$ cat config.mk
export PLATFORM = sky130hd
export DESIGN_NAME = aud_stereo_player
export DESIGN_NICKNAME = d
export VERILOG_FILES = /design/src/rtl/aud_pkg.sv /design/src/rtl/aud_lrck_edge.sv /design/src/rtl/aud_stereo_player.sv
export SDC_FILE = /design/constraint.sdc
export NUM_CORES = 1
export LEC_CHECK = 0
export ABC_CLOCK_PERIOD_IN_PS = 4400
export BUFFER_PORTS_ARGS = -buffer_cell sky130_fd_sc_hd__buf_4
export CORE_MARGIN = 3
export CORE_UTILIZATION = 60
export DETAILED_ROUTE_END_ITERATION = 6
export GPL_TIMING_DRIVEN = 0
export PLACE_DENSITY = 0.86
export SYNTH_ARGS = -nofsm -noshare
export SYNTH_HDL_FRONTEND = slang
export SYNTH_SLANG_ARGS = --single-unit
$ cat constraint.sdc
create_clock -name i_bclk -period 4.4 [get_ports i_bclk]
set_input_delay 0.22 -clock i_bclk [delete_from_list [all_inputs] [get_ports i_bclk]]
set_output_delay 0.22 -clock i_bclk [all_outputs]
set_load 0.1 [all_outputs]
$ cat src/rtl/aud_pkg.sv
// Shared definitions for the stereo audio player.
//   MODE_I2S / MODE_LJ : serial framing selectors for the MODE parameter
//   aud_state_e        : serializer FSM state encoding
package aud_pkg;

  localparam int MODE_I2S = 0;
  localparam int MODE_LJ  = 1;

  typedef enum logic [1:0] {
    S_IDLE  = 2'd0,
    S_DELAY = 2'd1,
    S_SHIFT = 2'd2,
    S_PAD   = 2'd3
  } aud_state_e;

endpackage

$ cat src/rtl/aud_lrck_edge.sv
// LRCK edge detector: registers the codec frame clock and flags its edges.
// Ports:
//   i_bclk     : bit clock, rising edge
//   i_rst_n    : asynchronous active-low reset
//   i_daclrck  : frame clock, synchronous to i_bclk (low = left)
//   o_rise     : i_daclrck high while its registered copy is low (right-start)
//   o_fall     : i_daclrck low while its registered copy is high (left-start)
module aud_lrck_edge (
  input  logic i_bclk,
  input  logic i_rst_n,
  input  logic i_daclrck,
  output logic o_rise,
  output logic o_fall
);

  logic lrck_q;

  always_ff @(posedge i_bclk or negedge i_rst_n) begin
    if (!i_rst_n) lrck_q <= 1'b0;
    else          lrck_q <= i_daclrck;
  end

  assign o_rise =  i_daclrck & ~lrck_q;
  assign o_fall = ~i_daclrck &  lrck_q;

endmodule

$ cat src/rtl/aud_stereo_player.sv
// Stereo I2S / left-justified DAC serializer with a one-pair holding register.
// Ports:
//   i_bclk        : bit clock, the only clock
//   i_rst_n       : asynchronous active-low reset
//   i_daclrck     : codec frame clock (low = left, high = right)
//   i_en          : playback enable
//   i_valid       : i_left/i_right hold a valid pair
//   i_left        : left sample, DATA_W bits
//   i_right       : right sample, DATA_W bits
//   o_ready       : holding register empty, a pair can be accepted
//   o_aud_dacdat  : registered serial data, MSB first
//   o_underrun    : one-cycle pulse when a left-start finds no pair waiting
//
// state   | meaning
// S_IDLE  | disabled or waiting for the first left-start
// S_DELAY | I2S only: one quiet BCLK between the LRCK edge and the MSB
// S_SHIFT | shifting the word out, cnt = bits still to send
// S_PAD   | word done, drive zeros until the next LRCK edge
module aud_stereo_player
  import aud_pkg::*;
#(
  parameter int DATA_W          = 16,
  parameter int MODE            = 0,
  parameter int UNDERRUN_REPEAT = 0
) (
  input  logic              i_bclk,
  input  logic              i_rst_n,
  input  logic              i_daclrck,
  input  logic              i_en,
  input  logic              i_valid,
  input  logic [DATA_W-1:0] i_left,
  input  logic [DATA_W-1:0] i_right,
  output logic              o_ready,
  output logic              o_aud_dacdat,
  output logic              o_underrun
);

  localparam int CNT_W = $clog2(DATA_W + 1);

  logic              lrck_rise;
  logic              lrck_fall;
  logic              left_start;
  logic              right_start;
  logic              hold_full;
  aud_state_e        state;
  logic [CNT_W-1:0]  cnt;
  logic [DATA_W-1:0] shreg;
  logic              dat_q;
  logic              und_q;
  logic              ready_q;
  logic [DATA_W-1:0] hold_l;
  logic [DATA_W-1:0] hold_r;
  logic [DATA_W-1:0] right_q;
  logic [DATA_W-1:0] last_l;
  logic [DATA_W-1:0] last_r;
  logic [DATA_W-1:0] left_word;
  logic [DATA_W-1:0] right_word;
  logic [DATA_W-1:0] load_word;

  aud_lrck_edge u_lrck_edge (
    .i_bclk    (i_bclk),
    .i_rst_n   (i_rst_n),
    .i_daclrck (i_daclrck),
    .o_rise    (lrck_rise),
    .o_fall    (lrck_fall)
  );

  // A right-start only means something once a frame has begun on the left.
  assign left_start  = i_en & lrck_fall;
  assign right_start = i_en & lrck_rise & (state != S_IDLE);
  assign hold_full   = ~ready_q;

  always_comb begin
    left_word  = '0;
    right_word = '0;
    if (hold_full) begin
      left_word  = hold_l;
      right_word = hold_r;
    end else if (UNDERRUN_REPEAT != 0) begin
      left_word  = last_l;
      right_word = last_r;
    end
    load_word = left_start ? left_word : right_q;
  end

  // Serializer FSM. Any LRCK edge restarts the word, which also truncates
  // a word that is still shifting when the half-frame is too short.
  always_ff @(posedge i_bclk or negedge i_rst_n) begin
    if (!i_rst_n) begin
      state   <= S_IDLE;
      cnt     <= '0;
      shreg   <= '0;
      dat_q   <= 1'b0;
      und_q   <= 1'b0;
      right_q <= '0;
      last_l  <= '0;
      last_r  <= '0;
    end else begin
      und_q <= left_start & hold_full ? 1'b0 : left_start;
      if (!i_en) begin
        state <= S_IDLE;
        dat_q <= 1'b0;
      end else if (left_start || right_start) begin
        if (MODE == MODE_LJ) begin
          dat_q <= load_word[DATA_W-1];
          shreg <= {load_word[DATA_W-2:0], 1'b0};
          cnt   <= CNT_W'(DATA_W - 1);
          state <= S_SHIFT;
        end else begin
          dat_q <= 1'b0;
          shreg <= load_word;
          state <= S_DELAY;
        end
      end else begin
        case (state)
          S_IDLE: dat_q <= 1'b0;
          S_DELAY: begin
            dat_q <= shreg[DATA_W-1];
            shreg <= {shreg[DATA_W-2:0], 1'b0};
            cnt   <= CNT_W'(DATA_W - 1);
            state <= S_SHIFT;
          end
          S_SHIFT: begin
            if (cnt == '0) begin
              dat_q <= 1'b0;
              state <= S_PAD;
            end else begin
              dat_q <= shreg[DATA_W-1];
              shreg <= {shreg[DATA_W-2:0], 1'b0};
              cnt   <= cnt - 1'b1;
            end
          end
          S_PAD: dat_q <= 1'b0;
          default: begin
            dat_q <= 1'b0;
            state <= S_IDLE;
          end
        endcase
      end
      if (left_start) begin
        right_q <= right_word;
        if (hold_full) begin
          last_l <= hold_l;
          last_r <= hold_r;
        end
      end
    end
  end

  // Holding register. A left-start with a full holding register empties it;
  // capture needs o_ready, so the two never coincide.
  always_ff @(posedge i_bclk or negedge i_rst_n) begin
    if (!i_rst_n) begin
      ready_q <= 1'b1;
      hold_l  <= '0;
      hold_r  <= '0;
    end else if (left_start && hold_full) begin
      ready_q <= 1'b1;
    end else if (i_valid && ready_q) begin
      hold_l  <= i_left;
      hold_r  <= i_right;
      ready_q <= 1'b0;
    end
  end

  assign o_aud_dacdat = dat_q;
  assign o_underrun   = und_q;
  assign o_ready      = ready_q;

endmodule
======== Word-level counts from Yosys, hierarchy flattened ========
Index checks and enable logic that the tools add are counted.
cells by class
  eq/ne operators ......................... 7
  add/sub/neg operators ................... 1
  reductions and logical operators ........ 14
  bitwise operators ....................... 11
  multiplexer cells ....................... 19
operator list
  operator                                              count
  two-way mux 16 bit                                    5
  one-hot mux 16 bit (2 select lines)                   1
  one-hot mux 5 bit (2 select lines)                    1
  bitwise AND 1 bit                                     6
  two-way mux 1 bit                                     6
  two-way mux 2 bit                                     3
  nonzero test 2 bit                                    3
  logical NOT 5 bit                                     1
  two-way mux 5 bit                                     1
  inverter 1 bit                                        5
  subtractor 5 x 1 -> 5 bit (second input constant)     1
  equality test 2 bit (second input constant)           2
  != test 4 x 1 -> 1 bit (second input constant)        1
  != test 4 bit (second input constant)                 1
  one-hot mux 2 bit (2 select lines)                    1
  AND reduction 2 bit                                   2
  AND reduction 4 bit                                   1
  != test 3 bit (second input constant)                 1
  one-hot mux 1 bit (3 select lines)                    1
  AND reduction 3 bit                                   1
  nonzero test 3 bit                                    1
  equality test 2 x 1 -> 1 bit (second input constant)  1
  logical AND 1 bit                                     2
  logical NOT 2 bit                                     1
  other kinds (3)                                       3
storage, ports and cells
  flip-flop bits (word level) ............. 75
  input bits .............................. 37
  word-level logic and storage cells ...... 62
  output and inout bits ................... 3

======== Depth between registers and ports, before layout ========
Gate-level depths: netlist of the first run.
  depth after elaboration ................. 7
  depth in mapped cells ................... 8
  gate-level depth less buffers ........... 6

======== Modules after synthesis ========
From an unflattened synthesis of the first run, not the netlist that was laid out.
unflattened totals
  cells, all modules ...................... 250
  area total of the unflattened synthesis .. 3306.9 sq um
by module, submodules not included
  module             area an instance (sq um)  seq. area each (sq um)  cells an instance  times used
  aud_stereo_player  3266.9                    1853.0                  247                1
  aud_lrck_edge      40.0                      25.0                    3                  1

======== Worst setup path before layout of the first run ========
Ideal clock, no wire load.
  path type ............................... register to register
  from .................................... reg state[0]
  to ...................................... reg shreg[10]
  setup slack ............................. 2.467 ns
  setup time .............................. 0.079 ns
  period minus slack after synthesis ...... 1.933 ns
  arrival ................................. 1.854 ns
  path buffers ............................ 2
  data required time ...................... 4.321 ns
  cell stages (with the launch flop) ...... 9
  cell sequence ........................... dfrtp_1 inv_1 ha_1 nor3b_2 o21a_1 buf_2 buf_2 mux2_2 a2bb2oi_1
between the ends
  cells in the longest elaborated chain, start to end .. 5
  elaborated cells on any way between the ends .. 10
  classes of those cells .................. eq/ne: 3; mux: 2; bitwise: 1; reduce/logical: 4
ends and longest elaborated chain
  element                                                               line                      source
  from (decl)                                                           aud_stereo_player.sv:45   aud_state_e state;
  from (signal assigned)                                                aud_stereo_player.sv:90   state <= S_IDLE;
  from (signal assigned)                                                aud_stereo_player.sv:101  state <= S_IDLE;
  from (signal assigned)                                                aud_stereo_player.sv:108  state <= S_SHIFT;
  nonzero test 2 bit                                                    aud_stereo_player.sv:70   assign right_start = i_en & lrck_rise & (state != S_IDLE);
  bitwise AND 1 bit                                                     aud_stereo_player.sv:70
  logical OR 1 bit                                                      aud_stereo_player.sv:103  end else if (left_start || right_start) begin
  != test 3 bit (no source line) or nonzero test 3 bit (tied branches)  --
  AND reduction 3 bit (no source line)                                  --
  to (signal assigned)                                                  aud_stereo_player.sv:106  shreg <= {load_word[DATA_W-2:0], 1'b0};
  to (signal assigned)                                                  aud_stereo_player.sv:111  shreg <= load_word;
  to (signal assigned)                                                  aud_stereo_player.sv:119  shreg <= {shreg[DATA_W-2:0], 1'b0};
  to (decl)                                                             aud_stereo_player.sv:47   logic [DATA_W-1:0] shreg;
Parallel ways exist; a longest one is shown, timed or not.
A chain may end at the register's enable or synchronous reset.

======== Final worst setup path of the first run ========
  from .................................... reg state[0]
  to ...................................... reg shreg[11]
The elaborated chain is that of the path after synthesis.

==> impl_metrics.tcl, run 1 <==
set metrics [dict create \
    drcViolationCount 0 \
    final.setup.tns_ns 0 \
    initial_core_util_pct 63.8 \
    place_congestion 0.770 \
    yosysMostFrequentCell "dfrtp_1" \
    yosys_warnings 0 \
    crit_slowest_cell "dfrtp_1" \
    synthFlopType "dfrtp_1" \
    synth_area_per_cell_um2 13.0 \
    numCtsBuffers 9 \
    synthToLayoutAreaGrowth_pct 19.4 \
    cts_hold_buffers 0 \
    crit_type "flip-flop to flip-flop" \
    power_density_nw_per_um2 554 \
    io_pins 40 \
    setup_violations 0 \
    synth_area_leader_cell "dfrtp_1" \
    start_kind "flip-flop" \
    intPower_uw 1640 \
    layout_setup_ws_ns 2.18 \
    rsz0062_at_grt "no" \
    pwr-share-comb_pct 20.9 \
    synth-edff-count 0 \
    ys_seq_elements 75 \
    via_per_inst 5.94 \
    dr_wl_met2_mm 3.37 \
    cts.clk_slew.worst_paths_ns 0.08 \
    dr_wl_met3_um 238 \
    reg2reg_slack_ns 2.18 \
    synth_cell_types 36 \
    dr.first_iter.drc_count 122 \
    dp_hpwl_mm 4.67 \
    synth_common_cells "dfrtp_1 (74), mux2_2 (48), a21oi_1 (18)" \
    maxCapViolCount 0 \
    fin_util_pct 76.1 \
    worst_setup_path_end_kind "flip-flop" \
    layout.nets 348 \
    cts_root_buf "clkbuf_8" \
    drive_above_1_share_pct 37.3 \
    drt_wl_total_mm 6.76 \
    synthArstFlopShare_pct 100 \
    synth_top_area_share_pct 55.5 \
    fin_skew_ns 0.00402 \
    antenna_found_initial 0 \
    power.share.clock_pct 31.7 \
    netSwitchingPower_uw 568 \
    hold_class "primary input to async pin" \
    grt_max_degree 76 \
    post_cts_resized 0 \
    syn_area_um2 3340 \
    grt_pass1_vias 2278 \
    post-route-min-period_ns 2.22 \
    num_vias 2262 \
    wl_per_cell_um 17.7 \
    slew_headroom_pct 39.4 \
    antennaDiodeCount 0 \
    h-tree-depth 3 \
    synth_nets 299 \
    dieWidth_um 80.6 \
    ir_drop_uv 360 \
    place_ws_ns 2.17 \
    syn_inst 257 \
    firstDrtPassIters 4 \
    critical-path-max-stage-delay_ns 0.42 \
    fin_crit_sh_pct 50.4 \
    cp.required_ns 4.65 \
    highest_layer "met4" \
    multiInputGateArea_um2 1350 \
    final.fill_count 329 \
    seq_area_frac_synth_pct 56.2 \
    grt_pass1_wl_mm 11.1 \
    worstMarginPinSlew_ns 0.908 \
    path_cells "inv_1, ha_1, clkbuf_1, o41a_1, o21a_1, buf_4, a2bb2oi_1" \
    drv_slew 0 \
    clk_latency_ns 0.33 \
    r2r-end "shreg[11]$_DFFE_PN0P_" \
    tritoncts "yes" \
    core.rowCount 26 \
    crit_path_max_fanout 10 \
    die_area_um2 6500 \
    timing.fmax_mhz 451 \
    die_h_um 80.6 \
    numPortBuffers 38 \
    gr-usage-all-layers_pct 22.9 \
    grt-ovfl-total 0 \
    status "complete, no violations" \
    drtAntennaViolNets 0 \
    core_um2 5240 \
    crit-reg2reg-launch "state[0]$_DFFE_PN0P_" \
    cts.path.max_buffers 2 \
    leakage_uw 0.00175 \
    finalHoldViolCount 0 \
    numClockSinks 75 \
    power.share.switching_pct 25.7 \
    r2r_cells 7 \
    drt-met1-wl_mm 3.05 \
    arrival_ns 2.47 \
    synthTopCellsByArea "dfrtp_1 (55%), mux2_2 (16%), a22o_1 (4.2%)" \
    seqPwrFrac_pct 47.4 \
    design_power_total_uw 2210 \
    post-cts-setup-buffers 0 \
    seqCellArea_um2 1880 \
]
placed cells by master (no fill, tap or decap), types with 3 or more instances in the layout:
cell type,n
dfrtp_1,74
mux2_2,48
buf_4,41
a21oi_1,18
a22oi_1,16
a2bb2oi_1,16
a22o_1,16
clkbuf_8,10
clkbuf_1,7
nand2_1,7
inv_1,6
buf_2,6
ha_1,5
bufinv_16,4
nor2_1,3
buf_1,3
area by class of cell:
type                       count  share of cell area, %
sequential                    75                   47.1
multi-input combinational    157                   33.8
clock buffer                  10                   3.45
timing repair buffer          38                   7.16
buffer                        19                   2.26
inverter                       6                  0.565
tap                           70                   2.20
clock inverter                 6                   3.42
sequential cells by signal, indices dropped and copies added (netlist names):
signal              flops
hold_l                 16
hold_r                 16
right_q                16
shreg                  16
cnt                     5
state                   2
o_aud_dacdat            1
o_ready                 1
o_underrun              1
u_lrck_edge.lrck_q      1
cell families after synthesis:
kind of cell | count (synthesis) | share of synthesized area, %
buffers and inverters | 25 | 3.37
DFF | 75 | 56.2
muxes | 48 | 16.2
and+or+nand+nor | 26 | 4.95
AOI/OAI and AO/OA | 78 | 17.4
adders and majority gates | 5 | 1.87
power by group through the flow:
stage	Clock, uW	Sequential, uW	Combinational (uW)
final	700	1050	462
after detailed placement	0	1050	462
after global placement	0	1040	438
after CTS	707	1040	466
after global routing	736	1070	512
after floorplan	0	1010	355
metal layers:
metal,vias up,global-route usage (%)
li1,1063,-
met1,1131,29.7
met2,57,37.2
met3,11,4.93
met4,0,9.80
met5,-,0
worst max-delay path by stage:
stage | start | to | slack, ns | cells after the start
2_1_floorplan | state[0]$_DFFE_PN0P_ | shreg[10]$_DFFE_PN0P_ | 2.47 | 8
3_3_place_gp | state[0]$_DFFE_PN0P_ | shreg[7]$_DFFE_PN0P_ | 2.26 | 7
3_5_place_dp | state[0]$_DFFE_PN0P_ | shreg[11]$_DFFE_PN0P_ | 2.17 | 7
4_1_cts | state[0]$_DFFE_PN0P_ | shreg[11]$_DFFE_PN0P_ | 2.18 | 7
5_1_grt | state[0]$_DFFE_PN0P_ | shreg[12]$_DFFE_PN0P_ | 2.02 | 7
6_report | state[0]$_DFFE_PN0P_ | shreg[11]$_DFFE_PN0P_ | 2.18 | 7
worst max-delay path: cells and delay by family (launching register included):
| kind | cells | cell delay [ns] |
|---|---|---|
| DFF | 1 | 0.42 |
| AOI/OAI and AO/OA | 3 | 0.91 |
| buffers and inverters | 3 | 0.66 |
| adders and majority gates | 1 | 0.15 |
metrics by stage:
| stage | hold slack, ns | instances | instance area, um^2 |
|---|---|---|---|
| floorplan | -0.0756 | 257 | 3340 |
| CTS | 0.00496 | 381 | 3990 |
| detailed placement | 0.361 | 365 | 3710 |
| finish | 0.00380 | 381 | 3990 |
| global route | 0.00190 | 381 | 3990 |
| global placement | 0.360 | 365 | 3710 |
(Power assumes the default switching activity.)
==> run 2, diff against run 1 <==
--- a/config.mk
+++ b/config.mk
@@ -5,13 +5,13 @@
 export SDC_FILE = /design/constraint.sdc
 export NUM_CORES = 1
 export LEC_CHECK = 0
-export ABC_CLOCK_PERIOD_IN_PS = 4400
+export ABC_CLOCK_PERIOD_IN_PS = 2200
 export BUFFER_PORTS_ARGS = -buffer_cell sky130_fd_sc_hd__buf_4
 export CORE_MARGIN = 3
-export CORE_UTILIZATION = 60
+export CORE_UTILIZATION = 57
 export DETAILED_ROUTE_END_ITERATION = 6
 export GPL_TIMING_DRIVEN = 0
-export PLACE_DENSITY = 0.86
+export PLACE_DENSITY = 0.82
 export SYNTH_ARGS = -nofsm -noshare
 export SYNTH_HDL_FRONTEND = slang
 export SYNTH_SLANG_ARGS = --single-unit
==> constraint.sdc (replaced) <==
create_clock -name i_bclk -period 2.2 [get_ports i_bclk]
set_input_delay 0.11 -clock i_bclk [delete_from_list [all_inputs] [get_ports i_bclk]]
set_output_delay 0.11 -clock i_bclk [all_outputs]
set_load 0.1 [all_outputs]
==> run 2 against run 1 <==
  * Non-clock buffer count up 40
  * Sequential share of layout area shrank 3.9 points
  * Cell count is 11% higher
  * Flip-flop and latch count unchanged
  * Core utilization is 1.9 points higher
  * First-iteration DRC count grew 25%
  * Wire length rose by 26%
  * Critical path type unchanged
  * Largest cell class unchanged
  * Largest power group unchanged
==> impl_metrics.tcl, run 2 (synthesis gave the netlist of run 1 again) <==
set metrics [dict create \
    status "complete, no violations" \
    wl_per_cell_um 20.1 \
    grt-ovfl-total 0 \
    place_congestion 0.772 \
    final.setup.tns_ns 0 \
    hold_slack_ns 0.0516 \
    start_kind "flip-flop" \
    crit-reg2reg-launch "state[0]$_DFFE_PN0P_" \
    grt_pass1_vias 2567 \
    post-route-min-period_ns 2.04 \
    arrival_ns 2.32 \
    hold_class "primary input to flip-flop" \
    rsz0062_at_grt "no" \
    critical-path-max-stage-delay_ns 0.37 \
    layout.nets 388 \
    numCtsBuffers 9 \
    r2r_cells 8 \
    r2r-end "shreg[6]$_DFFE_PN0P_" \
    ir_drop_uv 791 \
    core_um2 5570 \
    maxCapViolCount 0 \
    crit_path_max_fanout 10 \
    die_h_um 82.5 \
    h-tree-depth 3 \
    fin_skew_ns 0.00891 \
    crit_slowest_cell "dfrtp_1" \
    synthToLayoutAreaGrowth_pct 30.2 \
    io_pins 40 \
    timing.fmax_mhz 491 \
    reg2reg_slack_ns 0.16 \
    cts.path.max_buffers 2 \
    dr.first_iter.drc_count 153 \
    finalNonFillerCells 423 \
    dp_hpwl_mm 4.43 \
    holdPathStages 2 \
    drive_above_1_share_pct 35.0 \
    leakage_uw 0.00191 \
    drcViolationCount 0 \
    min_to "state[0]$_DFFE_PN0P_" \
    die_area_um2 6810 \
    via_per_inst 6.10 \
    final_common_cell "dfrtp_1" \
    power_density_nw_per_um2 1000 \
    drv_slew 0 \
    num_vias 2582 \
    numClockSinks 75 \
    final.fill_count 290 \
    crit_type "flip-flop to flip-flop" \
    placed_cells 367 \
    cp.required_ns 2.48 \
    worst_setup_path_end_kind "flip-flop" \
    setup_violations 0 \
    worstMarginPinSlew_ns 0.930 \
    drtAntennaViolNets 0 \
    slew_headroom_pct 38.0 \
    min_from "i_en" \
    core.rowCount 27 \
    dieWidth_um 82.5 \
    antennaDiodeCount 0 \
    clk_latency_ns 0.37 \
    tritoncts "yes" \
    finalHoldViolCount 0 \
    antenna_found_initial 0 \
    cts.clk_slew.worst_paths_ns 0.08 \
    initial_core_util_pct 59.9 \
    grt_max_degree 76 \
    gr-usage-all-layers_pct 26.0 \
    cts_root_buf "clkbuf_8" \
    grt_pass1_wl_mm 12.8 \
    firstDrtPassIters 6 \
    path_cells "inv_1, ha_1, nor3b_4, o21a_1, clkbuf_4, buf_6, mux2_2, a2bb2oi_1" \
    drt_wl_total_mm 8.50 \
    fin_crit_sh_pct 92.6 \
    numPortBuffers 38 \
    layout_common_cells "dfrtp_1 (74), mux2_2 (48), buf_4 (47), dlygate4sd3_1 (35), a21oi_1 (18)" \
]
run 2: worst max-delay path, delay by kind of cell (launching register included):
kind	cells	cell delay, ns
muxes	1	0.35
and+or+nand+nor	1	0.26
AOI/OAI and AO/OA	2	0.33
DFF	1	0.37
adders and majority gates	1	0.23
buffers and inverters	3	0.42
run 2: how the worst max path moves through the flow:
| stage | depth (start not counted) | slack (ns) | to | from |
|---|---|---|---|---|
| 6_report | 8 | 0.16 | shreg[6]$_DFFE_PN0P_ | state[0]$_DFFE_PN0P_ |
| 5_1_grt | 8 | 0.01 | shreg[6]$_DFFE_PN0P_ | state[0]$_DFFE_PN0P_ |
| 4_1_cts | 7 | 0.03 | shreg[6]$_DFFE_PN0P_ | state[0]$_DFFE_PN0P_ |
| 3_5_place_dp | 8 | 0.002 | shreg[6]$_DFFE_PN0P_ | state[0]$_DFFE_PN0P_ |
| 3_3_place_gp | 7 | 0.06 | shreg[6]$_DFFE_PN0P_ | state[0]$_DFFE_PN0P_ |
| 2_1_floorplan | 8 | 0.27 | shreg[10]$_DFFE_PN0P_ | state[0]$_DFFE_PN0P_ |
run 2: area by class of cell:
cell class,instances,area [um^2],share of cell area (%)
Sequential cell,75,1880,43.2
Multi-Input combinational cell,157,1360,31.2
Timing Repair Buffer,79,681,15.7
Clock buffer,9,124,2.85
Clock inverter,7,101,2.33
Buffer,18,95.1,2.19
Tap cell,72,90.1,2.07
Inverter,6,22.5,0.518
run 2: power by group:
| part | internal (uW) | leakage [uW] | switching [uW] |
|---|---|---|---|
| sequential | 1800 | 0.000890 | 318 |
| combinational | 622 | 0.000914 | 390 |
| clock | 646 | 0.000106 | 569 |
| total | 3070 | 0.00191 | 1280 |
run 2: through the flow:
stage	instance area (um^2)	setup WS, ns	util [%]	total power (uW)
6_report	4350	0.162	78.0	4350
5_1_grt	4350	0.0134	78.0	4530
4_1_cts	4260	0.0299	76.5	4240
3_5_place_dp	3710	0.00198	66.6	3010
3_3_place_gp	3710	0.0639	66.6	2950
2_1_floorplan	3340	0.267	-	2740
run 2: what timing repair did:
| item | 4_1_cts | 5_1_grt |
|---|---|---|
| hold buffers | 32 | 3 |
| setup buffers | 0 | 6 |
| endpoints found under the hold margin | 105 | 3 |
| pin swaps | 0 | 1 |
| gates resized for setup | 1 | 4 |
| endpoints found under the setup margin | 1 | 12 |
run 2: metal layers:
metal	vias to the layer above	share of wire, %	wire length (um)	GRT usage [%]
li1	1141	-	-	-
met1	1287	40	3400	31.3
met2	123	50	4280	43.9
met3	31	5.9	502	5.42
met4	0	3.7	314	13.9
met5	-	0	0	0
